--- src/rtl/topcell_pattern_sequencer_if.sv ---
// Config/response bundle between the test logic, TopCell and the pattern sequencer.
// The sequencer takes the slave side; the environment takes the master side.
interface topcell_pattern_sequencer_if;
    logic        start;
    logic        abort;
    logic        mode;
    logic [8:0]  pattern_count;
    logic [4:0]  dut_resp;
    logic [7:0]  dut_data;
    logic        busy;
    logic        done;
    logic [15:0] signature;
    logic [8:0]  pattern_idx;

    modport master (
        output start, abort, mode, pattern_count, dut_resp,
        input  dut_data, busy, done, signature, pattern_idx
    );

    modport slave (
        input  start, abort, mode, pattern_count, dut_resp,
        output dut_data, busy, done, signature, pattern_idx
    );
endinterface

--- src/rtl/topcell_pattern_sequencer.sv ---
// Applies counter or LFSR patterns to TopCell, waits a settle time, and folds
// each 5-bit response into a 16-bit MISR signature.
module topcell_pattern_sequencer #(
    parameter int unsigned SETTLE_CYCLES = 2,
    parameter logic [15:0] SIG_SEED      = 16'hFFFF
) (
    input logic                         clk,
    input logic                         rst,
    topcell_pattern_sequencer_if.slave  bus
);

    typedef enum logic [2:0] {
        S_IDLE,
        S_APPLY,
        S_SETTLE,
        S_CAPTURE,
        S_DONE
    } state_t;

    localparam logic [3:0] SETTLE_LAST = 4'(SETTLE_CYCLES - 1);

    state_t      state_q, state_d;
    logic        mode_q, mode_d;
    logic [8:0]  count_q, count_d;
    logic [15:0] sig_q, sig_d;
    logic [8:0]  idx_q, idx_d;
    logic [7:0]  data_q, data_d;
    logic [7:0]  lfsr_q, lfsr_d;
    logic [3:0]  settle_q, settle_d;

    logic [15:0] sig_next;
    logic [8:0]  idx_inc;
    logic [7:0]  lfsr_next;
    logic [8:0]  count_sat;

    always_ff @(posedge clk or posedge rst) begin
        if (rst) begin
            state_q  <= S_IDLE;
            mode_q   <= 1'b0;
            count_q  <= 9'd0;
            sig_q    <= 16'h0000;
            idx_q    <= 9'd0;
            data_q   <= 8'h00;
            lfsr_q   <= 8'h01;
            settle_q <= 4'd0;
        end else begin
            state_q  <= state_d;
            mode_q   <= mode_d;
            count_q  <= count_d;
            sig_q    <= sig_d;
            idx_q    <= idx_d;
            data_q   <= data_d;
            lfsr_q   <= lfsr_d;
            settle_q <= settle_d;
        end
    end

    always_comb begin
        state_d  = state_q;
        mode_d   = mode_q;
        count_d  = count_q;
        sig_d    = sig_q;
        idx_d    = idx_q;
        data_d   = data_q;
        lfsr_d   = lfsr_q;
        settle_d = settle_q;

        sig_next  = {sig_q[14:0], 1'b0}
                  ^ (sig_q[15] ? 16'h1021 : 16'h0000)
                  ^ {11'b0, bus.dut_resp};
        idx_inc   = idx_q + 9'd1;
        lfsr_next = {lfsr_q[6:0], lfsr_q[7] ^ lfsr_q[5] ^ lfsr_q[4] ^ lfsr_q[3]};
        count_sat = (bus.pattern_count > 9'd256) ? 9'd256 : bus.pattern_count;

        // Abort wins over everything, leaving partial results visible.
        if (bus.abort && state_q != S_IDLE) begin
            state_d = S_IDLE;
        end else begin
            unique case (state_q)
                S_IDLE: begin
                    if (bus.start && !bus.abort) begin
                        mode_d  = bus.mode;
                        count_d = count_sat;
                        sig_d   = SIG_SEED;
                        idx_d   = 9'd0;
                        lfsr_d  = 8'h01;
                        if (count_sat == 9'd0) begin
                            state_d = S_DONE;
                        end else begin
                            state_d = S_APPLY;
                            data_d  = bus.mode ? 8'h01 : 8'h00;
                        end
                    end
                end
                S_APPLY: begin
                    state_d  = S_SETTLE;
                    settle_d = 4'd0;
                end
                S_SETTLE: begin
                    if (settle_q == SETTLE_LAST) begin
                        state_d = S_CAPTURE;
                    end else begin
                        settle_d = settle_q + 4'd1;
                    end
                end
                S_CAPTURE: begin
                    sig_d = sig_next;
                    idx_d = idx_inc;
                    if (idx_inc == count_q) begin
                        state_d = S_DONE;
                    end else begin
                        state_d = S_APPLY;
                        if (mode_q) begin
                            lfsr_d = lfsr_next;
                            data_d = lfsr_next;
                        end else begin
                            data_d = idx_inc[7:0];
                        end
                    end
                end
                S_DONE: begin
                    state_d = S_IDLE;
                end
                default: begin
                    state_d = S_IDLE;
                end
            endcase
        end
    end

    assign bus.dut_data    = data_q;
    assign bus.busy        = (state_q == S_APPLY) || (state_q == S_SETTLE)
                          || (state_q == S_CAPTURE);
    assign bus.done        = (state_q == S_DONE);
    assign bus.signature   = sig_q;
    assign bus.pattern_idx = idx_q;

endmodule

--- src/flat_wrapper.sv ---
// flat-port wrapper written by rule: the top's interface ports become plain ports
module topcell_pattern_sequencer_flat 
#(
    parameter int unsigned SETTLE_CYCLES = 2,
    parameter logic [15:0] SIG_SEED      = 16'hFFFF
)
  (clk, rst, bus_start, bus_abort, bus_mode, bus_pattern_count, bus_dut_resp, bus_dut_data, bus_busy, bus_done, bus_signature, bus_pattern_idx);
  topcell_pattern_sequencer_if bus_i ();
  input logic clk;
  input logic rst;
  input wire logic [$bits(bus_i.start)-1:0] bus_start;
  input wire logic [$bits(bus_i.abort)-1:0] bus_abort;
  input wire logic [$bits(bus_i.mode)-1:0] bus_mode;
  input wire logic [$bits(bus_i.pattern_count)-1:0] bus_pattern_count;
  input wire logic [$bits(bus_i.dut_resp)-1:0] bus_dut_resp;
  output wire logic [$bits(bus_i.dut_data)-1:0] bus_dut_data;
  output wire logic [$bits(bus_i.busy)-1:0] bus_busy;
  output wire logic [$bits(bus_i.done)-1:0] bus_done;
  output wire logic [$bits(bus_i.signature)-1:0] bus_signature;
  output wire logic [$bits(bus_i.pattern_idx)-1:0] bus_pattern_idx;
  assign bus_i.start = bus_start;
  assign bus_i.abort = bus_abort;
  assign bus_i.mode = bus_mode;
  assign bus_i.pattern_count = bus_pattern_count;
  assign bus_i.dut_resp = bus_dut_resp;
  assign bus_dut_data = bus_i.dut_data;
  assign bus_busy = bus_i.busy;
  assign bus_done = bus_i.done;
  assign bus_signature = bus_i.signature;
  assign bus_pattern_idx = bus_i.pattern_idx;
  topcell_pattern_sequencer #(.SETTLE_CYCLES(SETTLE_CYCLES), .SIG_SEED(SIG_SEED)) u_core (.clk(clk), .rst(rst), .bus(bus_i));
endmodule
--- config.mk ---
export PLATFORM = sky130hd
export DESIGN_NAME = topcell_pattern_sequencer_flat
export DESIGN_NICKNAME = d
export VERILOG_FILES = /design/src/rtl/topcell_pattern_sequencer_if.sv /design/src/rtl/topcell_pattern_sequencer.sv /design/src/flat_wrapper.sv
export SDC_FILE = /design/constraint.sdc
export NUM_CORES = 1
export LEC_CHECK = 0
export ABC_CLOCK_PERIOD_IN_PS = 2500
export CELL_PAD_IN_SITES_DETAIL_PLACEMENT = 0
export CELL_PAD_IN_SITES_GLOBAL_PLACEMENT = 1
export CORE_UTILIZATION = 40
export DETAILED_ROUTE_END_ITERATION = 10
export PLACE_DENSITY_LB_ADDON = 0.1
export SYNTH_ARGS = -nofsm -noshare
export SYNTH_HDL_FRONTEND = slang
export SYNTH_SLANG_ARGS = --single-unit
--- constraint.sdc ---
create_clock -name clk -period 2.5 [get_ports clk]
set_input_delay 0.5 -clock clk [delete_from_list [all_inputs] [get_ports clk]]
set_output_delay 0.5 -clock clk [all_outputs]
set_load 0.02 [all_outputs]
==> impl_metrics.sql <==
INSERT INTO impl_metrics (metric_group, metric, value, unit) VALUES
('clocking', 'root_buffer', 'sky130_fd_sc_hd__clkbuf_8', ''),
('synthesis', 'synthFlopType', 'sky130_fd_sc_hd__dfrtp_1', ''),
('timing', 'worst_clock_skew', '0.00689', 'ns'),
('detailed_routing', 'detail_route.iter0.violations', '81', ''),
('clocking', 'cts_repair_resize_count', '0', ''),
('power_and_ir_drop', 'p_per_area', '797', 'nW/um^2'),
('floorplanning', 'die_h', '88.3', 'um'),
('final_layout', 'drive_gt1_share', '12.0', '%'),
('power_and_ir_drop', 'vdd.ir_drop.worst', '0.293', 'mV'),
('synthesis', 'ys_ff_latch', '58', ''),
('synthesis', 'synth_nets', '317', ''),
('placed_design', 'dp.final_hpwl', '4720', 'um'),
('final_layout', 'number_of_nets_in_the_layout', '374', ''),
('timing', 'hold_slack', '0.466', 'ns'),
('worst_setup_path', 'timing.critical_path.from_type', 'register', ''),
('synthesis', 'synth_area_per_cell', '10.1', 'sq um'),
('synthesis', 'postSynthCellCount', '295', ''),
('synthesis', 'synth.yosys.seq_area_share', '48.8', '%'),
('timing', 'hold_viol_final', '0', ''),
('synthesis', 'yosys.cell_types.count', '49', ''),
('synthesis', 'synth-edff-count', '0', ''),
('timing', 'tightest_slew', '0.552', 'ns'),
('worst_setup_path', 'worstSetupEndpointType', 'register', ''),
('global_routing', 'overflow', '0', ''),
('detailed_routing', 'num_vias', '2338', ''),
('detailed_routing', 'route.met3.wl', '263', 'um'),
('hold_path', 'min_path_type', 'in2async', ''),
('final_layout', 'flow.area_growth_from_synthesis', '29.8', '%'),
('floorplanning', 'fp.dieW', '88.3', 'um'),
('placed_design', 'routabilityCongestion', '0.784', ''),
('final_layout', 'layout.core_utilization', '53.6', '%'),
('placed_design', 'io_buffer_count', '53', ''),
('placed_design', 'place_inst', '440', ''),
('timing', 'clock.fmax', '0.432', 'GHz'),
('power_and_ir_drop', 'total_power_consumption', '3.08', 'mW'),
('clocking', 'cts_tree', 'yes', ''),
('detailed_routing', 'drc_errors', '0', ''),
('clocking', 'cts.path.max_buffers', '2', ''),
('worst_setup_path', 'worst_ep_arrival_time', '2.54', 'ns'),
('final_layout', 'fillCellCount', '678', ''),
('timing', 'post-route-worst-setup-slack', '0.184', 'ns'),
('synthesis', 'post-synth-top-area-cell', 'sky130_fd_sc_hd__dfrtp_1', ''),
('detailed_routing', 'routed_wire_length_per_instance', '14.4', 'um'),
('timing', 'min_clock_period_post_route', '2.32', 'ns'),
('synthesis', 'synth_warnings', '0', ''),
('clocking', 'ctsHtreeMaxLevel', '3', ''),
('detailed_routing', 'uppermost_layer_routed', 'met4', ''),
('synthesis', 'synth_top_cells_by_count', 'sky130_fd_sc_hd__dfrtp_1 (57), sky130_fd_sc_hd__nand2_1 (29), sky130_fd_sc_hd__nor2_1 (29)', ''),
('worst_setup_path', 'critPathMaxFanout', '6', ''),
('power_and_ir_drop', 'static_power_due_to_leakage', '1.54', 'nW'),
('synthesis', 'synthArstFlopShare', '100', '%'),
('floorplanning', 'num_rows', '31', ''),
('timing', 'rsz0062_at_grt', 'false', ''),
('synthesis', 'area_of_the_mapped_netlist', '2980', 'sq um'),
('global_routing', 'grt_max_degree', '43', ''),
('final_layout', 'layout.cell_area.non_filler', '3870', 'sq um'),
('global_routing', 'grt_antenna_before_repair', '0', ''),
('clocking', 'cts.repair_timing.setup_buffer_count', '0', ''),
('detailed_routing', 'drt.antenna.violating_nets', '0', ''),
('clocking', 'num_cts_buffers', '9', ''),
('outcome', 'run_status', 'finished clean', ''),
('detailed_routing', 'route.layer.met1.wl', '3290', 'um'),
('detailed_routing', 'dr_vias_cell', '5.13', ''),
('final_layout', 'antenna_cells', '0', ''),
('clocking', 'clock_latency', '0.33', 'ns'),
('timing', 'max_slew_margin', '63.2', '%'),
('floorplanning', 'die_area', '7800', 'sq um'),
('placed_design', 'dpl_worst_slack', '0.127', 'ns'),
('placed_design', 'placed_inst_area', '3640', 'sq um'),
('global_routing', 'grt_pass1_wl', '11200', 'um'),
('floorplanning', 'core_region_area', '7210', 'sq um');
final cells by class:
| class | instances | area [sq um] | area share, % |
|---|---|---|---|
| multi-input combinational | 212 | 1410 | 36.5 |
| clock buffer | 14 | 163 | 4.21 |
| sequential | 58 | 1450 | 37.6 |
| clock inverter | 2 | 60.1 | 1.55 |
| timing repair buffer | 65 | 633 | 16.4 |
| inverter | 6 | 22.5 | 0.583 |
| tap | 99 | 124 | 3.20 |
sequential cells by signal, summed over array words and instances (netlist names):
signal	count
u_core.settle_q	4
u_core.state_q	3
u_core.bus.signature	16
u_core.bus.dut_data	8
u_core.bus.pattern_idx	9
u_core.lfsr_q	8
u_core.mode_q	1
u_core.count_q	9
placed cells by master, fill, tap and decap left out, types with 4 or more instances in the layout:
| cell type | netlist | layout |
|---|---|---|
| sky130_fd_sc_hd__a32o_1 | 7 | 7 |
| sky130_fd_sc_hd__buf_4 | 0 | 11 |
| sky130_fd_sc_hd__a21oi_1 | 21 | 21 |
| sky130_fd_sc_hd__clkbuf_8 | 0 | 11 |
| sky130_fd_sc_hd__nand2b_1 | 8 | 8 |
| sky130_fd_sc_hd__o22a_1 | 9 | 9 |
| sky130_fd_sc_hd__o21ai_0 | 28 | 28 |
| sky130_fd_sc_hd__o2bb2ai_1 | 7 | 7 |
| sky130_fd_sc_hd__inv_1 | 6 | 5 |
| sky130_fd_sc_hd__nor2_1 | 29 | 29 |
| sky130_fd_sc_hd__clkdlybuf4s50_1 | 0 | 53 |
| sky130_fd_sc_hd__dfrtp_1 | 57 | 57 |
| sky130_fd_sc_hd__xnor2_1 | 22 | 22 |
| sky130_fd_sc_hd__nand2_1 | 29 | 29 |
| sky130_fd_sc_hd__mux2_2 | 4 | 4 |
where the power goes:
| part | switching (mW) | internal (mW) | total [mW] |
|---|---|---|---|
| registers | 0.166 | 1.08 | 1.25 |
| clock network | 0.347 | 0.617 | 0.964 |
| logic | 0.449 | 0.417 | 0.866 |
| total | 0.961 | 2.12 | 3.08 |
path summary, 6_finish.rpt:
check                                                            from                                  end  slack [ns]  cells after the start
worst min register to register     u_core.bus.dut_data[5]$_DFFE_PP0P_   u_core.bus.dut_data[5]$_DFFE_PP0P_        0.48                      1
min in group clk                   u_core.bus.dut_data[5]$_DFFE_PP0P_   u_core.bus.dut_data[5]$_DFFE_PP0P_        0.48                      1
worst max-delay path            u_core.bus.pattern_idx[1]$_DFFE_PP0P_   u_core.bus.dut_data[0]$_DFFE_PP0P_        0.18                      7
worst max register to register  u_core.bus.pattern_idx[1]$_DFFE_PP0P_   u_core.bus.dut_data[0]$_DFFE_PP0P_        0.18                      7
max in group asynchronous                                         rst         u_core.lfsr_q[0]$_DFFE_PP1P_        1.43                      3
worst min-delay path                                              rst  u_core.bus.signature[1]$_DFFE_PP0P_        0.47                      2
logic make-up after synthesis:
group / share of synthesized area (%)
AO/OA/AOI/OAI: 18.7
flip-flops: 48.8
adder cells (fa/ha/maj): 1.26
buffers and inverters: 4.03
XOR/XNOR: 8.86
multiplexers: 2.35
AND/OR/NAND/NOR: 16.0
worst max-delay path, stage by stage, from the launching register on:
cell                       delay [ns]
sky130_fd_sc_hd__dfrtp_1         0.43
sky130_fd_sc_hd__ha_1            0.27
sky130_fd_sc_hd__nand4_1         0.17
sky130_fd_sc_hd__or3_1           0.40
sky130_fd_sc_hd__a21boi_2        0.20
sky130_fd_sc_hd__nand4_4         0.18
sky130_fd_sc_hd__o211ai_4        0.23
sky130_fd_sc_hd__mux2_4          0.31
metal layers:
metal,global-route usage [%],up-vias
li1,-,1156
met5,0,-
met1,27.1,1123
met3,3.82,8
met4,7.48,0
met2,28.2,51
Power figures use the tool's default switching activity.
